===== config.mk =====
export PLATFORM = sky130hd
export DESIGN_NAME = serial_subtractor
export DESIGN_NICKNAME = d
export VERILOG_FILES = /design/src/rtl/serial_arith_pkg.sv /design/src/rtl/full_subtractor.sv /design/src/rtl/serial_subtractor.sv
export SDC_FILE = /design/constraint.sdc
export NUM_CORES = 1
export LEC_CHECK = 0
export BUFFER_PORTS_ARGS = -buffer_cell sky130_fd_sc_hd__buf_2
export CAP_MARGIN = 20
export CORE_UTILIZATION = 40
export CTS_BUF_LIST = sky130_fd_sc_hd__clkbuf_16
export CTS_CLUSTER_DIAMETER = 200
export DETAILED_ROUTE_END_ITERATION = 10
export GPL_ROUTABILITY_DRIVEN = 0
export REMOVE_ABC_BUFFERS = 1
export SETUP_SLACK_MARGIN = 0.1
export SYNTH_ARGS = -nofsm -noshare
export SYNTH_HDL_FRONTEND = slang
export SYNTH_SLANG_ARGS = --single-unit

===== constraint.sdc =====
create_clock -name clk -period 3.3 [get_ports clk]
set_input_delay 0.495 -clock clk [delete_from_list [all_inputs] [get_ports clk]]
set_output_delay 0.495 -clock clk [all_outputs]
set_load 0.02 [all_outputs]

===== src/rtl/serial_arith_pkg.sv =====
// Shared definitions for the bit-serial arithmetic datapath.
//   state_t        : job FSM states shared by the serial adder/subtractor
//   DEFAULT_WIDTH  : default operand width
//   cnt_width()    : bit-counter width for a given operand width
package serial_arith_pkg;

  typedef enum logic [1:0] {
    IDLE = 2'd0,
    RUN  = 2'd1,
    DONE = 2'd2
  } state_t;

  localparam int DEFAULT_WIDTH = 8;

  // Counter must index bits 0..w-1; keep at least one bit so a 1-bit
  // datapath still gets a legal vector.
  function automatic int cnt_width(input int w);
    return (w > 1) ? $clog2(w) : 1;
  endfunction

  localparam int DEFAULT_CNT_W = cnt_width(DEFAULT_WIDTH);

endpackage


===== src/rtl/full_subtractor.sv =====
// One-bit full subtractor cell: d = a - b - bin.
//   a, b  : operand bits
//   bin   : borrow in
//   d     : difference bit
//   bout  : borrow out
module full_subtractor (
  input  logic a,
  input  logic b,
  input  logic bin,
  output logic d,
  output logic bout
);

  assign d    = a ^ b ^ bin;
  // Borrow when b exceeds a, or when they are equal and a borrow ripples in.
  assign bout = (~a & b) | (~(a ^ b) & bin);

endmodule


===== src/rtl/serial_subtractor.sv =====
// Bit-serial subtractor: computes {0,A} - {0,B} one bit per clock, LSB first,
// using a single full-subtractor cell. Same go/busy/done handshake and timing
// as the serial adder so a controller can issue either job interchangeably.
//   clk   : rising-edge clock
//   rst   : asynchronous active-low reset
//   A, B  : minuend / subtrahend, sampled only at job start
//   go    : start request, rising-edge triggered
//   diff  : WIDTH+1 bit two's-complement result, updated only at job end
//   busy  : high while bits are being processed
//   done  : one-cycle pulse in the cycle after diff was updated
module serial_subtractor
  import serial_arith_pkg::*;
#(
  parameter int WIDTH = DEFAULT_WIDTH
) (
  input  logic             clk,
  input  logic             rst,
  input  logic [WIDTH-1:0] A,
  input  logic [WIDTH-1:0] B,
  input  logic             go,
  output logic [WIDTH:0]   diff,
  output logic             busy,
  output logic             done
);

  localparam int                CNT_W    = cnt_width(WIDTH);
  localparam logic [CNT_W-1:0]  LAST_BIT = CNT_W'(WIDTH - 1);

  state_t             state_reg;
  state_t             state_next;
  logic               go_q_reg;
  logic [WIDTH-1:0]   a_sr_reg;
  logic [WIDTH-1:0]   b_sr_reg;
  logic [WIDTH-1:0]   r_sr_reg;
  logic               borrow_reg;
  logic [CNT_W-1:0]   cnt_reg;
  logic [WIDTH:0]     diff_reg;

  logic start;
  logic last_bit;
  logic d_bit;
  logic bout_bit;

  // Holding go high never retriggers: go_q_reg follows go every cycle.
  assign start    = go & ~go_q_reg;
  assign last_bit = (cnt_reg == LAST_BIT);

  full_subtractor u_cell (
    .a    (a_sr_reg[0]),
    .b    (b_sr_reg[0]),
    .bin  (borrow_reg),
    .d    (d_bit),
    .bout (bout_bit)
  );

  // State register
  always_ff @(posedge clk or negedge rst) begin
    if (!rst) begin
      state_reg <= IDLE;
    end else begin
      state_reg <= state_next;
    end
  end

  // Next-state logic; go edges outside IDLE are dropped, not queued.
  always_comb begin
    state_next = state_reg;
    case (state_reg)
      IDLE:    if (start)    state_next = RUN;
      RUN:     if (last_bit) state_next = DONE;
      DONE:                  state_next = IDLE;
      default:               state_next = IDLE;
    endcase
  end

  // Datapath: edge detector, operand/result shift registers, borrow, counter.
  always_ff @(posedge clk or negedge rst) begin
    if (!rst) begin
      go_q_reg   <= 1'b0;
      a_sr_reg   <= '0;
      b_sr_reg   <= '0;
      r_sr_reg   <= '0;
      borrow_reg <= 1'b0;
      cnt_reg    <= '0;
      diff_reg   <= '0;
    end else begin
      go_q_reg <= go;
      case (state_reg)
        IDLE: begin
          if (start) begin
            a_sr_reg   <= A;
            b_sr_reg   <= B;
            borrow_reg <= 1'b0;
            cnt_reg    <= '0;
          end
        end
        RUN: begin
          a_sr_reg   <= a_sr_reg >> 1;
          b_sr_reg   <= b_sr_reg >> 1;
          r_sr_reg   <= {d_bit, r_sr_reg[WIDTH-1:1]};
          borrow_reg <= bout_bit;
          cnt_reg    <= cnt_reg + 1'b1;
          // The last bit bypasses r_sr so diff is complete on this edge;
          // the final borrow is the sign bit of the WIDTH+1 bit result.
          if (last_bit) begin
            diff_reg <= {bout_bit, d_bit, r_sr_reg[WIDTH-1:1]};
          end
        end
        default: ;
      endcase
    end
  end

  assign diff = diff_reg;
  assign busy = (state_reg == RUN);
  assign done = (state_reg == DONE);

endmodule


==> flow_summary.yaml <==
die:
  die_area_um2: 4580
  coreArea_um2: 4060
  start_util_pct: 42.5
  rows: 23
  die_height_um: 67.7
  die_x_um: 67.7
  io_pins: 30
setup_path:
  cp_top_family: "flip-flops"
  slowest_stage: "dfrtp_1"
  arrival_ns: 1.55
  r2r_start: "go_q_reg"
  crit_fanout: 15
  regToRegSetupSlack_ns: 1.60
  setup.worst_path.class: "flip-flop to output port"
  startpoint_type: "flip-flop"
  r2r-end: "cnt_reg[0]"
  crit_buf_inv: 2
  endpoint_kind: "output port"
  rr_worst_depth: 3
  crit_required_ns: 2.80
  path_cells: "nand2b_4 > inv_1 > buf_2"
  max_stage_delay_ns: 0.64
synth:
  netlist_area_um2: 1730
  synth_top_cell_area_share_pct: 56.6
  ys_seq_area_share_pct: 56.6
  synth.avg_cell_area_um2: 13.1
  synth.distinct_cells: 32
  synth_seq_cells: 39
  synth-main-ff-cell: "dfrtp_1"
  syn_inst: 132
  synth-edff-count: 0
  synth_area_leaders: "dfrtp_1, mux2_4, mux2_2"
  synth_largest_area_cell: "dfrtp_1"
  async_reset_ff_share_pct: 100
  yosys_warnings: 0
cts:
  cts_buffers: 5
  postCtsHoldBufs: 0
  postCtsSetupBuffers: 0
  cts_tree: "yes"
  cts.reportedPaths.clkPinSlew_ns: 0.06
  htreeDepth: 2
  cts_resized: 0
  cts_root_buffer: "clkbuf_16"
  clock_sinks: 39
  clkLatencyLatePin_ns: 0.28
  cts_buffer_depth: 2
route:
  route.vias.total: 1141
  wirelength_um: 3190
  dr.pass1.iters: 4
  viasPerCell: 5.38
  drt_iter0_drc: 51
  drc_errors: 0
  post_drt_wl_per_cell_um: 15.1
  antenna_left: 0
sta:
  worst_pin_slew_ns: 0.859
  max_freq_mhz: 489
  rsz0062_at_grt: "no"
  slew_viol_final: 0
  holdWs_ns: 0.327
  hold_violations: 0
  worst_slack_ns: 1.25
  max-slew-margin-rel_pct: 42.7
  finalSetupTns_ns: 0
  fin_crit_ns: 2.05
  skew_ns: 0.00252
  min_period_over_period_pct: 62.0
  setup_viol: 0
pwr:
  peakVddDrop_v: 0.000353
  p_leak_nw: 0.955
  powerDensity_nw_per_um2: 1050
global_route:
  grt_overflow_total: 0
  grt_pass1_vias: 1197
  grt_usage_pct: 16.7
  antenna_found_initial: 0
  grt_max_degree: 40
  grt_pass1_wl_um: 5480
placed_design:
  io_buffers: 29
  pre_cts_slack_ns: 1.36
  dpl.hpwl_um: 2180
final_layout:
  area_delta_synth_final_pct: 18.7
  drive_above_1_share_pct: 35.8
  n_antenna_cell: 0
  num-nets-final: 183
  regArea_um2: 976
  largest_reg_flops: 9
  n_fill_cell: 367
  final_core_util_pct: 50.5
  multi_input_area_um2: 678
min_path:
  hold_path.class: "input pin to asynchronous set/reset pin"
outcome:
  outcome: "finished clean"
run:
  max-cap-violations: 0
==> metal layers <==
metal  up-vias  GRT usage (%)  wire, µm
met1       555           19.7      1450
met4         0           7.45        75
met2        29           27.2      1520
met3         9           5.57       144
met5         -              0         0
li1        548              -         -
==> per-stage QoR <==
step	total power [mW]	cells	instance area, µm²
6_report	2.15	212	2050
5_1_grt	2.30	212	2050
4_1_cts	2.17	212	2050
3_5_place_dp	1.64	204	1880
3_3_place_gp	1.60	204	1880
2_1_floorplan	1.41	125	1680
==> kinds of logic (layout without fill, tap and decap cells) <==
kind of cell / after synthesis / count (layout) / synth area share, %
fa+ha+maj: 3 / 3 / 2.61
compound gates: 41 / 41 / 16.5
flops: 39 / 39 / 56.6
mux: 17 / 17 / 12.5
simple gates: 19 / 19 / 7.61
buf+inv: 13 / 43 / 4.13
==> cell usage after synthesis (2+ instances only) <==
cell,instances
a31oi_1,9
mux2_4,7
and2_1,9
a22o_1,2
o22ai_1,10
ha_1,2
dfrtp_1,39
o2bb2ai_1,10
buf_6,2
o21ai_0,2
nand2_1,2
buf_2,2
a21oi_1,5
mux2_2,9
inv_1,5
==> power breakdown <==
part           switching (mW)  internal, mW  total, mW  leakage [nW]
Clock                   0.177         0.352      0.529        0.0812
Combinational           0.369         0.385      0.753         0.392
Sequential              0.162         0.701      0.863         0.482
Total                   0.708          1.44       2.15         0.955
==> placed cells by master, fill, tap and decap left out, types with 5 or more instances in the layout <==
cell	instances
dfrtp_1	39
buf_2	29
o22ai_1	10
o2bb2ai_1	10
and2_1	9
a31oi_1	9
mux2_2	9
mux2_4	7
inv_1	5
a21oi_1	5
clkbuf_16	5
==> how the worst max path moves through the flow <==
| stage | depth (start not counted) | slack, ns | to | startpoint |
|---|---|---|---|---|
| after detailed placement | 4 | 1.36 | cnt_reg[0] | go |
| after floorplan | 3 | 1.79 | cnt_reg[0] | go |
| after global routing | 3 | 1.16 | busy | state_reg[0] |
| final | 3 | 1.25 | busy | state_reg[1] |
| after CTS | 3 | 1.24 | busy | state_reg[1] |
| after global placement | 4 | 1.44 | cnt_reg[0] | go |
==> area by class of cell <==
type	instances	share of cell area, %
sequential	39	47.6
multi-input combinational	80	33.1
timing repair buffer	29	7.09
clock buffer	5	6.11
tap	50	3.05
clock inverter	3	1.89
inverter	6	1.10
Power figures use the tool's default switching activity.
